**src/rtl/serial_word_tx.sv**
```systemverilog
// serial_word_tx: framed MSB-first parallel-to-serial transmitter.
// One-entry holding register in front of a shifter with sclk/cs_n framing.
module serial_word_tx #(
  parameter int DATLEN   = 12,
  parameter int CLK_DIV  = 4,
  parameter int GAP_BITS = 1
) (
  input  logic              clk,
  input  logic              rst_n,
  input  logic [DATLEN-1:0] din,
  input  logic              din_valid,
  output logic              din_ready,
  output logic              sclk_out,
  output logic              sdata,
  output logic              cs_n,
  output logic              busy,
  output logic              frame_done
);

  localparam int PW   = $clog2(CLK_DIV);
  localparam int BW   = $clog2(DATLEN);
  localparam int GAPC = (GAP_BITS > 0) ? GAP_BITS * CLK_DIV : 1;
  localparam int GW   = $clog2(GAPC + 1);
  localparam bit HAS_GAP = (GAP_BITS > 0);

  localparam logic [PW-1:0] PH_LAST  = PW'(CLK_DIV - 1);
  localparam logic [PW-1:0] PH_HIGH  = PW'(CLK_DIV / 2);
  localparam logic [BW-1:0] BIT_LAST = BW'(DATLEN - 1);
  localparam logic [GW-1:0] GAP_LAST = GW'(GAPC - 1);

  typedef enum logic [1:0] {
    IDLE,
    SHIFT,
    GAP
  } state_t;

  state_t            state_q, state_n;
  logic [DATLEN-1:0] hold_q, hold_n;
  logic              full_q, full_n;
  logic [DATLEN-1:0] shreg_q, shreg_n;
  logic [PW-1:0]     ph_q, ph_n;
  logic [BW-1:0]     bit_q, bit_n;
  logic [GW-1:0]     gap_q, gap_n;
  logic              sclk_q, sclk_n;
  logic              sdat_q, sdat_n;
  logic              cs_q, cs_n_n;
  logic              fd_q, fd_n;
  logic              busy_q, busy_n;

  logic              ph_wrap;
  logic              last_tick;
  logic              gap_end;
  logic              load_now;
  logic              accept;
  logic [PW-1:0]     ph_inc;

  assign din_ready  = ~full_q | load_now;
  assign sclk_out   = sclk_q;
  assign sdata      = sdat_q;
  assign cs_n       = cs_q;
  assign busy       = busy_q;
  assign frame_done = fd_q;

  // Next-state, shifter, framing and holding-register logic.
  always_comb begin
    ph_wrap   = (ph_q == PH_LAST);
    last_tick = (state_q == SHIFT) && ph_wrap && (bit_q == BIT_LAST);
    gap_end   = (state_q == GAP) && (gap_q == GAP_LAST);
    load_now  = full_q && ((state_q == IDLE) || gap_end ||
                           (last_tick && !HAS_GAP));
    accept    = din_valid && din_ready;
    ph_inc    = ph_q + 1'b1;

    state_n = state_q;
    hold_n  = hold_q;
    full_n  = full_q;
    shreg_n = shreg_q;
    ph_n    = ph_q;
    bit_n   = bit_q;
    gap_n   = gap_q;
    sclk_n  = sclk_q;
    sdat_n  = sdat_q;
    cs_n_n  = cs_q;
    fd_n    = 1'b0;

    unique case (state_q)
      IDLE: begin
        cs_n_n = 1'b1;
        sclk_n = 1'b0;
        sdat_n = 1'b0;
      end
      SHIFT: begin
        if (ph_wrap) begin
          ph_n   = '0;
          sclk_n = 1'b0;
          if (bit_q == BIT_LAST) begin
            bit_n   = '0;
            cs_n_n  = 1'b1;
            sdat_n  = 1'b0;
            fd_n    = 1'b1;
            gap_n   = '0;
            state_n = HAS_GAP ? GAP : IDLE;
          end else begin
            bit_n   = bit_q + 1'b1;
            shreg_n = shreg_q << 1;
            sdat_n  = shreg_q[DATLEN-2];
          end
        end else begin
          ph_n   = ph_inc;
          sclk_n = (ph_inc >= PH_HIGH);
        end
      end
      GAP: begin
        if (gap_end) begin
          state_n = IDLE;
        end else begin
          gap_n = gap_q + 1'b1;
        end
      end
      default: state_n = IDLE;
    endcase

    if (load_now) begin
      state_n = SHIFT;
      shreg_n = hold_q;
      sdat_n  = hold_q[DATLEN-1];
      cs_n_n  = 1'b0;
      sclk_n  = 1'b0;
      ph_n    = '0;
      bit_n   = '0;
    end

    if (accept) begin
      hold_n = din;
      full_n = 1'b1;
    end else if (load_now) begin
      full_n = 1'b0;
    end

    busy_n = (state_n != IDLE) || full_n;
  end

  // State and output registers; reset aborts any frame in flight.
  always_ff @(posedge clk or negedge rst_n) begin
    if (!rst_n) begin
      state_q <= IDLE;
      hold_q  <= '0;
      full_q  <= 1'b0;
      shreg_q <= '0;
      ph_q    <= '0;
      bit_q   <= '0;
      gap_q   <= '0;
      sclk_q  <= 1'b0;
      sdat_q  <= 1'b0;
      cs_q    <= 1'b1;
      fd_q    <= 1'b0;
      busy_q  <= 1'b0;
    end else begin
      state_q <= state_n;
      hold_q  <= hold_n;
      full_q  <= full_n;
      shreg_q <= shreg_n;
      ph_q    <= ph_n;
      bit_q   <= bit_n;
      gap_q   <= gap_n;
      sclk_q  <= sclk_n;
      sdat_q  <= sdat_n;
      cs_q    <= cs_n_n;
      fd_q    <= fd_n;
      busy_q  <= busy_n;
    end
  end

endmodule
```
**config.mk**
```make
export PLATFORM = sky130hd
export DESIGN_NAME = serial_word_tx
export DESIGN_NICKNAME = d
export VERILOG_FILES = /design/src/rtl/serial_word_tx.sv
export SDC_FILE = /design/constraint.sdc
export NUM_CORES = 1
export LEC_CHECK = 0
export ABC_AREA = 1
export BUFFER_PORTS_ARGS = -buffer_cell sky130_fd_sc_hd__buf_2
export CORE_UTILIZATION = 30
export CTS_CLUSTER_DIAMETER = 80
export DETAILED_ROUTE_END_ITERATION = 12
export HOLD_SLACK_MARGIN = 0.1
export PLACE_DENSITY = 0.46
export SLEW_MARGIN = 20
export SYNTH_ARGS = -nofsm -noshare
export SYNTH_HDL_FRONTEND = slang
export SYNTH_SLANG_ARGS = --single-unit
```
**constraint.sdc**
```tcl
create_clock -name clk -period 4.5 [get_ports clk]
set_clock_uncertainty 0.15 [all_clocks]
set_input_delay 0.675 -clock clk [delete_from_list [all_inputs] [get_ports clk]]
set_output_delay 0.675 -clock clk [all_outputs]
set_load 0.005 [all_outputs]
```
==> impl_metrics.json <==
{
  "status": "finished clean",
  "via_per_inst": 4.63,
  "grt_use_total": 0.125,
  "grt_first_pass_wirelength_um": 7020,
  "antenna_found_initial": 0,
  "max_freq_ghz": 0.375,
  "path_cells": "ha_1, ha_1, inv_1, nand2_2, nand2_1, nand2_2, buf_2",
  "critPathSlowestCell": "dfrtp_1",
  "cts.clk_slew.worst_paths_ps": 80,
  "n_fill_cell": 690,
  "final_layout_size_suffix_gt1_frac": 0.158,
  "io-pin-count": 21,
  "worst_pin_slew_ps": 909,
  "cts_made_buffers": 5,
  "ant_nets": 0,
  "rsz0062_at_grt": "no",
  "p_switching_mw": 0.352,
  "ys_ff_latch": 40,
  "crit_family": "simple AND/OR/NAND/NOR gates",
  "critPathMaxFanout": 14,
  "final-setup-viol-count": 0,
  "crit_arrival_ps": 1840,
  "clock_sinks": 40,
  "worstSetupEndpointType": "output port",
  "die_y_um": 83.7,
  "post_cts_buffers": 0,
  "routedWlPerCell_um": 11.8,
  "clock_latency_ps": 300,
  "synthCells": 236,
  "critPathLaunchType": "flop",
  "cellLeakagePower_nw": 1.16,
  "drt_pass1_iterations": 4,
  "drt_wl_total_um": 3880,
  "synthesis.area_um2": 2000,
  "start_util": 0.313,
  "synth_top_area_cell": "dfrtp_1",
  "dp_slack_ps": 2150,
  "drtIter0Drc": 46,
  "worstSetupPathType": "flop to output port",
  "io_buffers": 20,
  "switching_share": 0.346,
  "ys_async_sr_fraction": 1.00,
  "place.gp.congestion": 0.714,
  "netlist.area_leader.share": 0.488,
  "syn_to_final_growth_pct": 8.50,
  "setup_ws_ps": 1840,
  "cts_root_buf": "clkbuf_8",
  "ys_warn_count": 0,
  "seqPwrFrac": 0.490,
  "diodes": 0,
  "post-route-drc-count": 0,
  "cap_violations": 0,
  "synth_area_leaders": "dfrtp_1 49%, nand2_1 17%, nand3_1 8.3%",
  "fin_nets": 271,
  "die_w_um": 83.7,
  "dieArea_um2": 7000,
  "report.power.total_mw": 1.02,
  "required_ps": 3670,
  "min-delay-path-class": "flop to flop",
  "final_util": 0.340,
  "cpPeakStageDelay_ps": 400,
  "internal_power_mw": 0.665,
  "ys_top_cells_by_count": "90 x nand2_1, 39 x dfrtp_1, 33 x nand3_1",
  "holdBufCountCts": 0,
  "yosysMostFrequentCell": "nand2_1",
  "grt_pass1_vias": 1507,
  "ir_worst_vdd_mv": 0.157,
  "synthesis.nets": 255,
  "htreeDepth": 2,
  "vias": 1528,
  "power.share.combinational": 0.256,
  "core_um2": 6390,
  "ys_seq_area_frac": 0.501,
  "p_clk_frac": 0.254,
  "ys.flop_type": "dfrtp_1",
  "cts_tree": "done",
  "drv_slew": 0,
  "holdWs_ps": 314,
  "power_density_nw_per_um2": 468,
  "cts_resized": 0,
  "ys_types": 23,
  "grt_overflow": 0,
  "rows": 29,
  "syn_area_per_cell_um2": 8.48,
  "fin_crit_sh": 0.592,
  "clock_path_buffers": 2,
  "layout_min_cycle_time_ps": 2660,
  "max_slew_margin": 0.394,
  "hold_viol": 0,
  "setup_tns_ps": 0,
  "grt_max_degree": 41,
  "hpwl_um": 2630,
  "synth_edf_count": 0,
  "path_buf_inv": 2
}
-- placed cells by master, fill, tap and decap left out --
cell / netlist / layout
nand2_1: 90 / 90
dfrtp_1: 39 / 39
nand3_1: 33 / 33
buf_2: 1 / 20
inv_1: 18 / 18
nand4_1: 13 / 13
nand2_2: 9 / 9
o21ai_0: 6 / 6
clkbuf_8: 3 / 6
nor2_1: 5 / 5
ha_1: 4 / 4
o211ai_1: 2 / 2
nand3_4: 1 / 1
a21oi_1: 1 / 1
o21ai_4: 1 / 1
o22ai_1: 1 / 1
mux2i_1: 1 / 1
clkinv_2: 0 / 1
inv_6: 0 / 1
dfstp_2: 1 / 1
-- worst paths after layout --
path / endpoint / cells after the start / startpoint / slack (ps)
setup / recovery: din_ready / 7 / gap_q[0] / 1840
hold / removal: cs_n / 2 / cs_n / 310
setup reg to reg: shreg_q[5] / 9 / gap_q[0] / 2230
hold reg to reg: cs_n / 2 / cs_n / 310
max in group asynchronous: shreg_q[0] / 1 / rst_n / 3280
min in group asynchronous: busy / 1 / rst_n / 360
-- power by group through the flow --
stage	Combinational [mW]	Clock, mW	Sequential, mW
3_3_place_gp	0.263	0	0.507
3_5_place_dp	0.266	0	0.505
2_1_floorplan	0.224	0	0.493
6_report	0.260	0.259	0.498
5_1_grt	0.310	0.285	0.511
4_1_cts	0.267	0.267	0.498
-- per-layer routing --
metal	wire length [um]	global-route usage
met5	0	0
met4	63	0.0508
met3	105	0.0297
met2	1690	0.185
met1	2020	0.174
-- logic make-up after synthesis --
group	count (synthesis)	synth area share
AO/OA/AOI/OAI	11	0.0363
AND/OR/NAND/NOR	151	0.338
buffers and inverters	29	0.0950
adder cells (fa/ha/maj)	4	0.0250
multiplexers	1	0.00500
flip-flops	40	0.501
-- state kept, by name (all words and copies together) (netlist names), 2 cells and up --
name,count
hold_q,12
shreg_q,11
bit_q,4
gap_q,3
ph_q,2
state_q,2
-- final cells by class --
type	instances	area, um2	area share
clock inverters	2	13.8	0.00634
multi-input cells	167	810	0.373
well taps	77	96.3	0.0444
flip-flops and latches	40	1000	0.461
repair buffers	20	100	0.0461
inverters	18	67.6	0.0311
clock buffers	6	82.6	0.0380
-- stage by stage --
stage	cells	cell area, um2
after CTS	330	2170
final	330	2170
after detailed placement	322	2080
after global routing	330	2170
after floorplan	236	2000
after global placement	322	2080
-- tightest hold or removal path: cells and delay by family, from the launching register on --
family,cells,cell delay (ps)
AND/OR/NAND/NOR,2,90
flip-flops,1,370
(Power assumes the default switching activity.)
